### src/rtl/mbldcm_div_arbiter_pkg.sv
// Shared definitions for the divider arbiter slice.
//   mf_bldcm_clog2 : ceil(log2(n)), never less than 1; sizes requester IDs.
//   TAG_*_OFS      : bit layout of the tag carried alongside the divider
//                    pipeline {id, divz, valid}. The id field starts at
//                    TAG_ID_OFS and is mf_bldcm_clog2(pNumReq) bits wide.
package mbldcm_div_arbiter_pkg;

  localparam int TAG_VLD_OFS  = 0;
  localparam int TAG_DIVZ_OFS = 1;
  localparam int TAG_ID_OFS   = 2;

  function automatic int mf_bldcm_clog2(input int n);
    int r;
    r = 0;
    while ((1 << r) < n) r++;
    if (r < 1) r = 1;
    return r;
  endfunction

endpackage

### src/rtl/mBldcm_UDiv.sv
// Pipelined unsigned restoring divider.
//   iClock, iReset_n : clock, asynchronous active-low reset (clears stages)
//   iEnable          : clock enable; low holds every stage
//   iNumer, iDenom   : operands, sampled into stage 0
//   oQuotient/oRemain: result pPipelineDepth enabled cycles later
// Each stage retires ceil(W/D) quotient bits. A zero denominator yields
// an all-ones quotient and remainder = numerator (the caller overrides).
module mBldcm_UDiv #(
  parameter int pWidthNumer    = 32,
  parameter int pWidthDenom    = 32,
  parameter int pPipelineDepth = 7
) (
  input  logic                   iClock,
  input  logic                   iReset_n,
  input  logic                   iEnable,
  input  logic [pWidthNumer-1:0] iNumer,
  input  logic [pWidthDenom-1:0] iDenom,
  output logic [pWidthNumer-1:0] oQuotient,
  output logic [pWidthNumer-1:0] oRemain
);

  localparam int D   = pPipelineDepth;
  localparam int RW  = ((pWidthNumer > pWidthDenom) ? pWidthNumer : pWidthDenom) + 1;
  localparam int BPS = (pWidthNumer + D - 1) / D;
  localparam int DN  = (D > 1) ? D - 1 : 1;

  logic [RW-1:0]          rem_in [D];
  logic [pWidthNumer-1:0] quo_in [D];
  logic [pWidthDenom-1:0] den_in [D];
  logic [RW-1:0]          rem_d  [D];
  logic [pWidthNumer-1:0] quo_d  [D];
  logic [RW-1:0]          rem_q  [D];
  logic [pWidthNumer-1:0] quo_q  [D];
  logic [pWidthDenom-1:0] den_q  [DN];

  always_comb begin
    rem_in[0] = '0;
    quo_in[0] = iNumer;
    den_in[0] = iDenom;
    for (int k = 1; k < D; k++) begin
      rem_in[k] = rem_q[k-1];
      quo_in[k] = quo_q[k-1];
      den_in[k] = den_q[k-1];
    end
    // quo doubles as the numerator shift register: dividend bits leave at
    // the top while quotient bits enter at the bottom.
    for (int k = 0; k < D; k++) begin
      rem_d[k] = rem_in[k];
      quo_d[k] = quo_in[k];
      for (int s = 0; s < BPS; s++) begin
        if (k * BPS + s < pWidthNumer) begin
          rem_d[k] = {rem_d[k][RW-2:0], quo_d[k][pWidthNumer-1]};
          quo_d[k] = {quo_d[k][pWidthNumer-2:0], 1'b0};
          if (rem_d[k] >= RW'(den_in[k])) begin
            rem_d[k]    = rem_d[k] - RW'(den_in[k]);
            quo_d[k][0] = 1'b1;
          end
        end
      end
    end
  end

  // Stage boundary: one register set per pipeline stage
  always_ff @(posedge iClock or negedge iReset_n) begin
    if (!iReset_n) begin
      for (int k = 0; k < D; k++) begin
        rem_q[k] <= '0;
        quo_q[k] <= '0;
      end
      for (int k = 0; k < DN; k++) den_q[k] <= '0;
    end else if (iEnable) begin
      for (int k = 0; k < D; k++) begin
        rem_q[k] <= rem_d[k];
        quo_q[k] <= quo_d[k];
      end
      for (int k = 0; k < DN; k++) den_q[k] <= den_in[k];
    end
  end

  assign oQuotient = quo_q[D-1];
  assign oRemain   = rem_q[D-1][pWidthNumer-1:0];

endmodule

### src/rtl/mbldcm_rr_arbiter.sv
// Round-robin arbiter with a rotating pointer.
//   iClock, iReset_n : clock, asynchronous active-low reset
//   iEnable          : grants only happen in enabled cycles
//   iReq             : per-requester request levels
//   oGrant           : one-hot grant (combinational, this cycle)
//   oGrantId         : index of the granted requester
//   oGrantValid      : a grant is issued this cycle
// The pointer holds the last granted ID; the search starts one above it.
// Reset value pNumReq-1 makes requester 0 the first winner.
module mbldcm_rr_arbiter
  import mbldcm_div_arbiter_pkg::*;
#(
  parameter int pNumReq = 4
) (
  input  logic                                iClock,
  input  logic                                iReset_n,
  input  logic                                iEnable,
  input  logic [pNumReq-1:0]                  iReq,
  output logic [pNumReq-1:0]                  oGrant,
  output logic [mf_bldcm_clog2(pNumReq)-1:0]  oGrantId,
  output logic                                oGrantValid
);

  localparam int IDW = mf_bldcm_clog2(pNumReq);

  logic [IDW-1:0]     ptr_d, ptr_q;
  logic [pNumReq-1:0] upper_req;
  logic [IDW-1:0]     upper_id, lower_id;

  // Requests strictly above the pointer take priority; otherwise wrap
  // around to the lowest requesting index.
  always_comb begin
    upper_req = '0;
    upper_id  = '0;
    lower_id  = '0;
    for (int j = pNumReq - 1; j >= 0; j--) begin
      upper_req[j] = iReq[j] && (j > int'(ptr_q));
      if (iReq[j]) lower_id = IDW'(j);
    end
    for (int j = pNumReq - 1; j >= 0; j--) begin
      if (upper_req[j]) upper_id = IDW'(j);
    end
    // Reset gating keeps oAck quiet while the block is held in reset.
    oGrantValid = iReset_n && iEnable && (|iReq);
    oGrantId    = (|upper_req) ? upper_id : lower_id;
    oGrant      = '0;
    if (oGrantValid) oGrant[oGrantId] = 1'b1;
    ptr_d = oGrantValid ? oGrantId : ptr_q;
  end

  always_ff @(posedge iClock or negedge iReset_n) begin
    if (!iReset_n) ptr_q <= IDW'(pNumReq - 1);
    else           ptr_q <= ptr_d;
  end

endmodule

### src/rtl/mbldcm_div_arbiter.sv
// Shares one pipelined divider between pNumReq requesters.
//   iClock, iReset_n : clock, asynchronous active-low reset
//   iEnable          : global advance for arbitration, divider and tag pipe
//   iReq             : request levels, held with operands until acked
//   iNumer, iDenom   : packed operands, requester i at slice i
//   oAck             : one-hot accept pulse (combinational)
//   oResultValid     : one-hot result strobe for the owning requester
//   oQuotient/oRemain: result bus, zero when no strobe
//   oDivZero         : result came from a zero denominator
//   oBusy            : any operation still in flight
// A tag {id, divz, valid} rides a shift register parallel to the divider so
// the result leaving the last stage knows whom it belongs to.
module mbldcm_div_arbiter
  import mbldcm_div_arbiter_pkg::*;
#(
  parameter int pNumReq        = 4,
  parameter int pWidthDenom    = 32,
  parameter int pWidthNumer    = 32,
  parameter int pPipelineDepth = 7
) (
  input  logic                           iClock,
  input  logic                           iReset_n,
  input  logic                           iEnable,
  input  logic [pNumReq-1:0]             iReq,
  input  logic [pNumReq*pWidthNumer-1:0] iNumer,
  input  logic [pNumReq*pWidthDenom-1:0] iDenom,
  output logic [pNumReq-1:0]             oAck,
  output logic [pNumReq-1:0]             oResultValid,
  output logic [pWidthNumer-1:0]         oQuotient,
  output logic [pWidthNumer-1:0]         oRemain,
  output logic                           oDivZero,
  output logic                           oBusy
);

  localparam int IDW   = mf_bldcm_clog2(pNumReq);
  localparam int TAG_W = TAG_ID_OFS + IDW;
  localparam int D     = pPipelineDepth;

  logic [pNumReq-1:0]     grant;
  logic [IDW-1:0]         grant_id;
  logic                   grant_vld;
  logic [pWidthNumer-1:0] numer_sel;
  logic [pWidthDenom-1:0] denom_sel;
  logic [pWidthNumer-1:0] numer_p0_d, numer_p0_q;
  logic [pWidthDenom-1:0] denom_p0_d, denom_p0_q;
  logic [TAG_W-1:0]       tag_d [D+1];
  logic [TAG_W-1:0]       tag_q [D+1];
  logic [pWidthNumer-1:0] div_quot, div_rem;
  logic [TAG_W-1:0]       last_tag;
  logic [IDW-1:0]         last_id;
  logic                   vld_out, divz_out, busy;

  function automatic logic [pWidthNumer-1:0] divz_quot(input logic divz,
                                                        input logic [pWidthNumer-1:0] q);
    return divz ? '1 : q;
  endfunction

  function automatic logic [pWidthNumer-1:0] divz_rem(input logic divz,
                                                       input logic [pWidthNumer-1:0] r);
    return divz ? '0 : r;
  endfunction

  mbldcm_rr_arbiter #(
    .pNumReq (pNumReq)
  ) u_arb (
    .iClock      (iClock),
    .iReset_n    (iReset_n),
    .iEnable     (iEnable),
    .iReq        (iReq),
    .oGrant      (grant),
    .oGrantId    (grant_id),
    .oGrantValid (grant_vld)
  );

  assign oAck      = grant;
  assign numer_sel = iNumer[int'(grant_id)*pWidthNumer +: pWidthNumer];
  assign denom_sel = iDenom[int'(grant_id)*pWidthDenom +: pWidthDenom];

  always_comb begin
    numer_p0_d = numer_p0_q;
    denom_p0_d = denom_p0_q;
    if (grant_vld) begin
      numer_p0_d = numer_sel;
      denom_p0_d = denom_sel;
    end
    // A non-granting enabled cycle pushes a bubble (all-zero tag).
    tag_d[0]                    = '0;
    tag_d[0][TAG_VLD_OFS]       = grant_vld;
    tag_d[0][TAG_DIVZ_OFS]      = grant_vld && (denom_sel == '0);
    tag_d[0][TAG_ID_OFS +: IDW] = grant_id;
    for (int k = 1; k <= D; k++) tag_d[k] = tag_q[k-1];
  end

  // Stage p0: operand register feeding the divider
  always_ff @(posedge iClock) begin
    numer_p0_q <= numer_p0_d;
    denom_p0_q <= denom_p0_d;
  end

  // Tag pipe: stage k lines up with divider stage k-1
  always_ff @(posedge iClock or negedge iReset_n) begin
    if (!iReset_n) begin
      for (int k = 0; k <= D; k++) tag_q[k] <= '0;
    end else if (iEnable) begin
      for (int k = 0; k <= D; k++) tag_q[k] <= tag_d[k];
    end
  end

  mBldcm_UDiv #(
    .pWidthNumer    (pWidthNumer),
    .pWidthDenom    (pWidthDenom),
    .pPipelineDepth (pPipelineDepth)
  ) u_div (
    .iClock    (iClock),
    .iReset_n  (iReset_n),
    .iEnable   (iEnable),
    .iNumer    (numer_p0_q),
    .iDenom    (denom_p0_q),
    .oQuotient (div_quot),
    .oRemain   (div_rem)
  );

  // Output stage: strobes last exactly one enabled cycle
  assign last_tag = tag_q[D];
  assign last_id  = last_tag[TAG_ID_OFS +: IDW];
  assign vld_out  = iEnable && last_tag[TAG_VLD_OFS];
  assign divz_out = last_tag[TAG_DIVZ_OFS];

  always_comb begin
    oResultValid = '0;
    oQuotient    = '0;
    oRemain      = '0;
    oDivZero     = 1'b0;
    if (vld_out) begin
      oResultValid[last_id] = 1'b1;
      oQuotient             = divz_quot(divz_out, div_quot);
      oRemain               = divz_rem(divz_out, div_rem);
      oDivZero              = divz_out;
    end
  end

  always_comb begin
    busy = 1'b0;
    for (int k = 0; k <= D; k++) busy = busy | tag_q[k][TAG_VLD_OFS];
  end
  assign oBusy = busy;

endmodule

### config.mk
export PLATFORM = sky130hd
export DESIGN_NAME = mbldcm_div_arbiter
export DESIGN_NICKNAME = d
export VERILOG_FILES = /design/src/rtl/mbldcm_div_arbiter_pkg.sv /design/src/rtl/mBldcm_UDiv.sv /design/src/rtl/mbldcm_rr_arbiter.sv /design/src/rtl/mbldcm_div_arbiter.sv
export SDC_FILE = /design/constraint.sdc
export NUM_CORES = 2
export LEC_CHECK = 0
export CAP_MARGIN = 20
export CORE_UTILIZATION = 45
export DETAILED_ROUTE_END_ITERATION = 16
export REMOVE_ABC_BUFFERS = 1
export SETUP_SLACK_MARGIN = 0.02
export SLEW_MARGIN = 25
export SYNTH_ARGS = -nofsm -noshare
export SYNTH_HDL_FRONTEND = slang
export SYNTH_SLANG_ARGS = --single-unit
### constraint.sdc
create_clock -name iClock -period 18.56 [get_ports iClock]
set_input_delay 5.568 -clock iClock [delete_from_list [all_inputs] [get_ports iClock]]
set_output_delay 5.568 -clock iClock [all_outputs]
set_load 0.02 [all_outputs]
==> reports/summary.txt <==
port buffer count = 336
CTS tree = done
main flop type after synthesis = dfrtp_1
status = completed
post-synthesis compound-gate area fraction = 25.9%
most used cell, CP = buf_4
Syn Inst Count = 10,971
Yosys top cell area share = 18.9%
Max Clk Rate = 57.1 MHz
Slew @ Worst Pin = 1.05 ns
starting density of the core = 45.5%
layout cell share with drive strength beyond 1 = 9.50%
largest net degree at the start of global routing = 216
YS warnings = 0
hold path cells = 2
vias in the first global route = 80,864
Yosys cell types = 121
Final setup viols = 0
Fin. Hold Viols = 0
simple logic cell fraction of the synthesized area = 15.8%
max-cap violation count = 0
initial DRC count = 7,132
DIE WIDTH = 446 um
clk sinks = 738
DRC violations left = 0
largest cells by area after synthesis = dfrtp_1 19%, ha_1 14%, mux2_2 6.3%
highest-delay cell along the critical path = o31ai_2
die area = 0.199 sq mm
clk slew on worst S/H paths = 0.07 ns
Die Ht = 446 um
commonest cells after routing, fill and taps aside = 1,019 x a21oi_1, 994 x ha_1, 931 x nand2_1
number of buffers created by CTS = 92
core area = 0.195 sq mm
Yosys reg bits = 738
kind of critical path = reg -> reg
routability cong. = 0.960
CTS Hold Buffers Added = 0
footprint of the multi-input gates = 0.0663 sq mm
router iterations before antenna repair = 8
worst endpoint data arrival time = 18.11 ns
slowest stage delay, CP = 0.50 ns
Worst Hold Class = reg -> reg
Reg-to-Reg Start = u_div.den_in[104]
commonest non-fill, non-tap cell in the layout = a21oi_1
Via Count = 84,488
WL per Instance = 22.8 um
Storage cell area = 0.0188 sq mm
antenna violations before repair = 8
setup TNS = 0 ns
CP max FO = 33
global-route wire length before repair = 484 mm
CP Data Required Time = 19.16 ns
routed vias/inst = 6.04
mux contribution to synthesized area = 10.1%
Synth Area in Adders = 14.7%
fin nets = 12,585
sequential area share after synthesis = 21.2%
# IOs = 337
Syn Area/Cell = 8.09 sq um
final worst path period share = 94.3%
largest family of logic cells by synthesized area = compound AO/OA/AOI/OAI gates
Clock Latency Late Sink = 0.76 ns
Final min period = 17.51 ns
# rows = 162
worst r2r dst = u_div.rem_in[69]
DP Wirelength = 259 mm
Hold Path Origin = numer_p0_q[23]
H-tree lvl count = 3
reg2reg setup slack = 1.05 ns
FF-to-FF path depth = 71
Worst Setup Start Kind = register
layout overhead on the synthesized area = 11.8%
worst min-delay path endpoint = u_div.quo_in[188]
ys async rst share = 91.3%
unrepaired setup endpoints after global routing = false
Clock Skews = 0.0624 ns
Fill cells = 19,010
all-layer global routing usage = 31.2%
synthesized area = 0.0888 sq mm
clock root buffer = clkbuf_16
Synth Area in XOR/XNOR = 7.95%
post-synth top area cell = dfrtp_1
Max clock buf depth = 3
Slew Limit Fails = 0
drt total wl = 320 mm
Setup crit end kind = register
EDFF count, synth = 64
Max-slew headroom = 28.8%
GRT Residual Overflow = 0
Final ANT Viol Nets = 0
==> critical path, delay by kind of cell (launching register included) <==
| family | cells | cell delay [ns] |
|---|---|---|
| multiplexers | 3 | 1.02 |
| flip-flops | 1 | 0.49 |
| AND/OR/NAND/NOR | 10 | 1.76 |
| buffers and inverters | 11 | 2.34 |
| AO/OA/AOI/OAI | 42 | 9.96 |
| adder cells (fa/ha/maj) | 5 | 1.75 |
==> per-layer routing <==
metal  vias to the layer above  global-route usage (%)  part of all wire [%]
li1                      40915                       -                     -
met1                     40512                    40.6                    44
met2                      2533                    52.2                    46
met3                       528                    3.15                   5.1
met4                         0                    13.3                   4.7
met5                         -                       0                     0
==> cells in the mapped netlist, drive strengths merged, types with 52 or more instances <==
library cell / n
a211oi: 76
a21boi: 79
a21o: 490
a21oi: 1026
a22oi: 75
a31oi: 108
and2: 77
and3: 92
buf: 98
clkbuf: 261
dfrtp: 672
edfxtp: 64
ha: 994
inv: 616
mux2: 503
mux2i: 330
nand2: 932
nand2b: 114
nand3: 191
nand4: 134
nor2: 894
nor2b: 124
nor3: 168
o211ai: 73
o21a: 137
o21ai: 867
o21bai: 133
o31ai: 75
or2: 52
or3: 63
xnor2: 537
xor2: 269
==> flip-flops by register name, indices dropped and copies added, names as in the netlist <==
name and cells:
denom_p0_q 32, u_div.quo_d 165, u_div.rem_in 192, numer_p0_q 32, u_div.den_in 192, tag_d 28
u_div.quo_in 27, u_arb.ptr_q 2, u_div.oRemain 32, last_tag 4, u_div.oQuotient 32
==> cell type report <==
class | instances | share of cell area, %
flip-flops and latches | 738 | 18.9
clock inverters | 43 | 0.645
clock buffers | 125 | 2.56
multi-input cells | 9256 | 66.8
well taps | 2624 | 3.31
diodes | 2 | 0.00504
inverters | 618 | 2.34
repair buffers | 591 | 5.46
==> through the flow <==
stage | hold WS [ns] | setup WS [ns] | instance area (sq um) | cells | util, %
6_report | 0.441 | 1.05 | 99300 | 13997 | 50.8
5_1_grt | 0.476 | 0.0487 | 99300 | 13995 | 50.8
4_1_cts | 0.437 | 0.950 | 99200 | 13988 | 50.8
3_5_place_dp | 0.451 | 1.17 | 96000 | 13820 | 49.1
3_3_place_gp | 0.454 | 1.41 | 96000 | 13820 | 49.1
2_1_floorplan | 0.429 | -1.14 | 87200 | 10612 | -
==> cells by family after synthesis <==
kind of cell | Yosys count
DFF | 738
muxes | 833
buffers and inverters | 977
and+or+nand+nor | 2998
AOI/OAI and AO/OA | 3594
adders and majority gates | 1025
xor gates and xnor gates | 806
==> what timing repair did <==
| item | in CTS | in global routing |
|---|---|---|
| resized for setup | 0 | 10 |
| hold endpoints to repair | 0 | 0 |
| endpoints found under the setup margin | 0 | 73 |
| buffers inserted | 0 | 6 |
==> how the worst max path moves through the flow <==
stage                            from  slack, ns                 to
floorplan                     iReq[1]      -1.14            oAck[1]
global placement    u_div.den_in[186]       1.41  u_div.rem_in[132]
detailed placement  u_div.den_in[161]       1.17  u_div.rem_in[132]
CTS                 u_div.den_in[161]       0.95  u_div.rem_in[156]
global route        u_div.den_in[161]       0.05  u_div.rem_in[132]
finish              u_div.den_in[104]       1.05   u_div.rem_in[69]
Power is left out: the tool's default activity adds up to more than one toggle a clock period on the data nets, which glitch-free logic cannot reach.
